`config.mk`:
```
export PLATFORM = sky130hd
export DESIGN_NAME = vga_module
export DESIGN_NICKNAME = d
export VERILOG_FILES = /design/src/rtl/vga_module.sv
export SDC_FILE = /design/constraint.sdc
export NUM_CORES = 1
export LEC_CHECK = 0
export CAP_MARGIN = 20
export CELL_PAD_IN_SITES_DETAIL_PLACEMENT = 0
export CELL_PAD_IN_SITES_GLOBAL_PLACEMENT = 2
export CORE_MARGIN = 2
export CORE_UTILIZATION = 39
export CTS_CLUSTER_DIAMETER = 80
export CTS_CLUSTER_SIZE = 40
export DETAILED_ROUTE_END_ITERATION = 10
export GPL_TIMING_DRIVEN = 0
export PLACE_DENSITY = 0.81
export SETUP_SLACK_MARGIN = 0.02
export SYNTH_ARGS = -nofsm -noshare
export SYNTH_HDL_FRONTEND = slang
export SYNTH_SLANG_ARGS = --single-unit
```
`constraint.sdc`:
```
create_clock -name iBusClk -period 3.36 [get_ports iBusClk]
set_clock_uncertainty 0.2 [all_clocks]
set_input_delay 1.008 -clock iBusClk [delete_from_list [all_inputs] [get_ports iBusClk]]
set_output_delay 1.008 -clock iBusClk [all_outputs]
set_load 0.005 [all_outputs]
```
`src/rtl/vga_module.sv`:
```
// 640x480@60 VGA timing generator driving a static eight-bar colour test pattern.
// Counters advance once per pixel; every output is registered one iBusClk behind them.
`timescale 1ns/1ps
module vga_module #(
    parameter int CLK_DIV = 4,
    parameter int H_VIS   = 640,
    parameter int H_FP    = 16,
    parameter int H_SYNC  = 96,
    parameter int H_BP    = 48,
    parameter int V_VIS   = 480,
    parameter int V_FP    = 10,
    parameter int V_SYNC  = 2,
    parameter int V_BP    = 33
) (
    input  logic       iBusClk,
    input  logic       iRstN,
    output logic [3:0] oRed,
    output logic [3:0] oGreen,
    output logic [3:0] oBlue,
    output logic       oHs,
    output logic       oVs
);

    localparam int H_TOT = H_VIS + H_FP + H_SYNC + H_BP;
    localparam int V_TOT = V_VIS + V_FP + V_SYNC + V_BP;
    localparam int DIV_W = (CLK_DIV > 1) ? $clog2(CLK_DIV) : 1;

    localparam logic [DIV_W-1:0] DIV_LAST = DIV_W'(CLK_DIV - 1);
    localparam logic [9:0] H_LAST   = 10'(H_TOT - 1);
    localparam logic [9:0] V_LAST   = 10'(V_TOT - 1);
    localparam logic [9:0] H_ACT    = 10'(H_VIS);
    localparam logic [9:0] V_ACT    = 10'(V_VIS);
    localparam logic [9:0] HS_FIRST = 10'(H_VIS + H_FP);
    localparam logic [9:0] HS_LAST  = 10'(H_VIS + H_FP + H_SYNC - 1);
    localparam logic [9:0] VS_FIRST = 10'(V_VIS + V_FP);
    localparam logic [9:0] VS_LAST  = 10'(V_VIS + V_FP + V_SYNC - 1);
    localparam logic [9:0] BAR_W    = 10'(H_VIS / 8);

    logic [DIV_W-1:0] div_q, div_d;
    logic [9:0]       hCnt_q, hCnt_d;
    logic [9:0]       vCnt_q, vCnt_d;
    logic [3:0]       red_q, red_d;
    logic [3:0]       green_q, green_d;
    logic [3:0]       blue_q, blue_d;
    logic             hs_q, hs_d;
    logic             vs_q, vs_d;
    logic             pixEn;
    logic             active;
    logic [9:0]       barIdx;

    always_comb begin
        pixEn  = (div_q == DIV_LAST);
        div_d  = pixEn ? '0 : div_q + 1'b1;
        hCnt_d = hCnt_q;
        vCnt_d = vCnt_q;
        if (pixEn) begin
            if (hCnt_q == H_LAST) begin
                hCnt_d = '0;
                vCnt_d = (vCnt_q == V_LAST) ? '0 : vCnt_q + 10'd1;
            end else begin
                hCnt_d = hCnt_q + 10'd1;
            end
        end
    end

    // Colour and sync are decoded from the counters as they stand before this edge.
    always_comb begin
        active  = (hCnt_q < H_ACT) && (vCnt_q < V_ACT);
        barIdx  = hCnt_q / BAR_W;
        hs_d    = !((hCnt_q >= HS_FIRST) && (hCnt_q <= HS_LAST));
        vs_d    = !((vCnt_q >= VS_FIRST) && (vCnt_q <= VS_LAST));
        red_d   = 4'h0;
        green_d = 4'h0;
        blue_d  = 4'h0;
        if (active) begin
            case (barIdx)
                10'd0:   begin red_d = 4'hF; green_d = 4'hF; blue_d = 4'hF; end
                10'd1:   begin red_d = 4'hF; green_d = 4'hF; blue_d = 4'h0; end
                10'd2:   begin red_d = 4'h0; green_d = 4'hF; blue_d = 4'hF; end
                10'd3:   begin red_d = 4'h0; green_d = 4'hF; blue_d = 4'h0; end
                10'd4:   begin red_d = 4'hF; green_d = 4'h0; blue_d = 4'hF; end
                10'd5:   begin red_d = 4'hF; green_d = 4'h0; blue_d = 4'h0; end
                10'd6:   begin red_d = 4'h0; green_d = 4'h0; blue_d = 4'hF; end
                default: begin red_d = 4'h0; green_d = 4'h0; blue_d = 4'h0; end
            endcase
        end
    end

    always_ff @(posedge iBusClk or negedge iRstN) begin
        if (!iRstN) begin
            div_q   <= '0;
            hCnt_q  <= '0;
            vCnt_q  <= '0;
            red_q   <= 4'h0;
            green_q <= 4'h0;
            blue_q  <= 4'h0;
            hs_q    <= 1'b1;
            vs_q    <= 1'b1;
        end else begin
            div_q   <= div_d;
            hCnt_q  <= hCnt_d;
            vCnt_q  <= vCnt_d;
            red_q   <= red_d;
            green_q <= green_d;
            blue_q  <= blue_d;
            hs_q    <= hs_d;
            vs_q    <= vs_d;
        end
    end

    assign oRed   = red_q;
    assign oGreen = green_q;
    assign oBlue  = blue_q;
    assign oHs    = hs_q;
    assign oVs    = vs_q;

endmodule

```
==> run_results.csv <==
group,metric,value,unit
pwr,clkPwrFrac,35.9,%
critical_path,crit_chain,"clkdlybuf4s50_1",
clock_tree,cts_resized,0,
clock_tree,clockRootBuffer,"clkbuf_8",
die,core_region_area,3744,sq um
synth,synthAdderAreaFrac,4.019,%
finish,fin_util,49.13,%
synth,synth_area_leaders,"dfrtp_1 40%, buf_4 4.3%, ha_1 4.0%",
pwr,power.density,285.0,nW/um^2
synth,muxShareOfSynthArea,1.447,%
clock_tree,cts_buffer_depth,2,
sta,setup_ws,0.8680,ns
die,die_w,67.18,um
synth,synth_cell_types,47,
clock_tree,insertion_delay,0.28,ns
finish,num-fill-cells,354,
status,status,"finished, final reports clean",
sta,finalCriticalPeriod,2.492,ns
placement,pre_cts_slack,1.172,ns
routing,route.detailed.drc,0,
synth,ys_warn_count,0,
critical_path,start_kind,"register",
global_routing,grt_remaining_overflow,0,
routing,post_drt_wl_per_cell,13.24,um
die,ios,16,
routing,drt-vias-per-instance,5.253,
sta,slew_headroom,63.28,%
flow_run,drv_cap,0,
synth,synth_top_area_share,40.19,%
critical_path,arrival,1.28,ns
routing,drtIter0Drc,41,
finish,n_antenna_cell,0,
sta,setup_viol,0,
clock_tree,htree_levels,1,
critical_path,end_kind,"output pin",
finish,drive_gt1_share,17.92,%
pwr,ir_drop,0.1560,mV
clock_tree,cts_buffers,3,
synth,synthFlopType,"dfrtp_1",
synth,synth_seq_cells,27,
synth,synth_edf_count,0,
global_routing,grt_max_degree,20,
sta,fmax,0.4013,GHz
worst_hold_path,hold_class,"register to register",
synth,synthSimpleGateAreaFrac,24.60,%
placement,gp_congestion,0.7715,
pwr,p_sw_share,21.00,%
global_routing,grt_pass1_vias,1095,
critical_path,path_buf_inv,1,
synth,synth_compound_gate_area_share,12.06,%
die,die_h,67.18,um
sta,min_period_over_period,74.17,%
synth,synthXorXnorAreaFrac,6.190,%
critical_path,setup.worst_path.class,"register to output pin",
clock_tree,cts_sinks,27,
synth,ys_seq_area_share,43.57,%
finish,nNetsFinal,181,
die,initial_core_util,41.58,%
die,core.rowCount,22,
finish,area_delta_synth_final,18.17,%
pwr,p_sw,110.1,uW
critical_path,max_stage_delay,0.52,ns
finish,mostFrequentLayoutCells,"25 x dfrtp_1, 15 x clkdlybuf4s50_1, 12 x nor2_1",
routing,drtPass1Iterations,4,
synth,synthArstFlopShare,100.0,%
clock_tree,clk_pin_slew_worst_paths,0.09,ns
synth,synth_top_area_cell,"dfrtp_1",
synth,synth.avg_cell_area,10.17,sq um
global_routing,groute.usage.overall,15.43,%
synth,synth_top_family_by_area,"simple AND/OR/NAND/NOR gates",
synth,syn_area,1556,sq um
synth,netlist_instances,153,
critical_path,worst_path_max_delay_cell,"dfstp_2",
global_routing,grt_pass1_wl,5202,um
critical_path,cp.required,2.15,ns
critical_path,path_delay_family,"flip-flops",
placement,place_hpwl,2184,um
pwr,internal_power,414.2,uW
global_routing,antenna_found_initial,0,
sta,setup-tns-final,0,ns
sta,final-hold-violation-count,0,
sta,rsz0062_at_grt,"no",
routing,routed_wl,2927,um
die,dieArea,4512,sq um
placement,port_buffers,15,
sta,worst_pin_slew,0.5479,ns
clock_tree,postCtsSetupBuffers,0,
critical_path,cp_max_fo,1,
pwr,power_leakage,0.0008205,uW
routing,ant_nets,0,
sta,drv_slew,0,
pwr,power_frac_comb,2.1,%
pwr,seqPwrFrac,62.0,%
routing,vias,1161,
synth,syn_nets,160,
clock_tree,cts_tree,"yes",
finish,layout_commonest_cell,"dfrtp_1",
clock_tree,cts_hold_buf,0,
## cell usage after synthesis, types with 2 or more instances
cell type	count
nor2b_1	2
a22oi_1	2
buf_2	5
dfrtp_1	25
a21oi_1	4
nand2_1	9
o21ai_0	7
and3_1	2
buf_4	9
xnor2_1	7
nor3_1	2
or3_1	2
nand2b_1	2
inv_1	7
mux2_2	2
ha_1	5
and4_1	2
dfstp_2	2
xor2_1	4
nand3_1	7
nor2_1	12
a22o_1	3
or3b_1	2
nand4_1	4
o22ai_1	3
## final cells by class
cell class | instances | area (sq um) | share of cell area [%]
multi-input cells | 103 | 752.0 | 40.88
flip-flops and latches | 27 | 678.2 | 36.87
repair buffers | 16 | 177.7 | 9.660
plain buffers | 16 | 100.1 | 5.442
well taps | 48 | 60.06 | 3.265
clock buffers | 4 | 45.04 | 2.449
inverters | 7 | 26.28 | 1.429
## worst paths after layout
path	start	endpoint	slack (ns)	depth (start not counted)
max in group asynchronous	iRstN	oVs	1.53	2
min in group asynchronous	iRstN	oRed[2]	0.88	1
hold reg to reg	div_q[0]	div_q[0]	0.23	1
setup reg to reg	div_q[0]	vCnt_q[2]	1.28	6
setup / recovery	oVs	oVs	0.87	1
hold / removal	div_q[0]	div_q[0]	0.23	1
## through the flow
stage	hold WS (ns)	power [uW]	cells	instance area (sq um)
after global placement	0.2160	339.0	216	1767
after CTS	0.2338	529.3	221	1839
after detailed placement	0.2208	342.9	217	1794
after floorplan	0.2031	331.2	153	1556
after global routing	0.2497	542.7	221	1839
final	0.2295	524.2	221	1839
## power by group through the flow
stage | logic, uW | clock network (uW) | registers, uW
floorplan | 0.000379 | 0 | 331
global placement | 7.85 | 0 | 331
detailed placement | 11.7 | 0 | 331
CTS | 11.8 | 193 | 325
global route | 12.6 | 205 | 325
finish | 11.1 | 188 | 325
## routing by layer
| layer | vias up | share of wire [%] | track usage, % |
|---|---|---|---|
| met5 | - | 0 | 0 |
| met4 | 0 | 1.5 | 5.357 |
| met3 | 5 | 3.1 | 2.500 |
| met2 | 21 | 44 | 24.38 |
| met1 | 557 | 51 | 21.49 |
| li1 | 578 | - | - |
## registers in the layout, summed over array words and instances (netlist names)
signal and flops:
oHs 1, oBlue 1, oVs 1, div_q 2, oRed 1, hCnt_q 10, vCnt_q 10, oGreen 1
## cell families (layout without fill, tap and decap cells)
family,Yosys count,count (layout)
XOR/XNOR,11,11
buffers and inverters,23,43
AO/OA/AOI/OAI,27,27
adder cells (fa/ha/maj),5,5
flip-flops,27,27
multiplexers,2,2
AND/OR/NAND/NOR,58,58
Note: power is estimated with default switching activity, not from simulation.
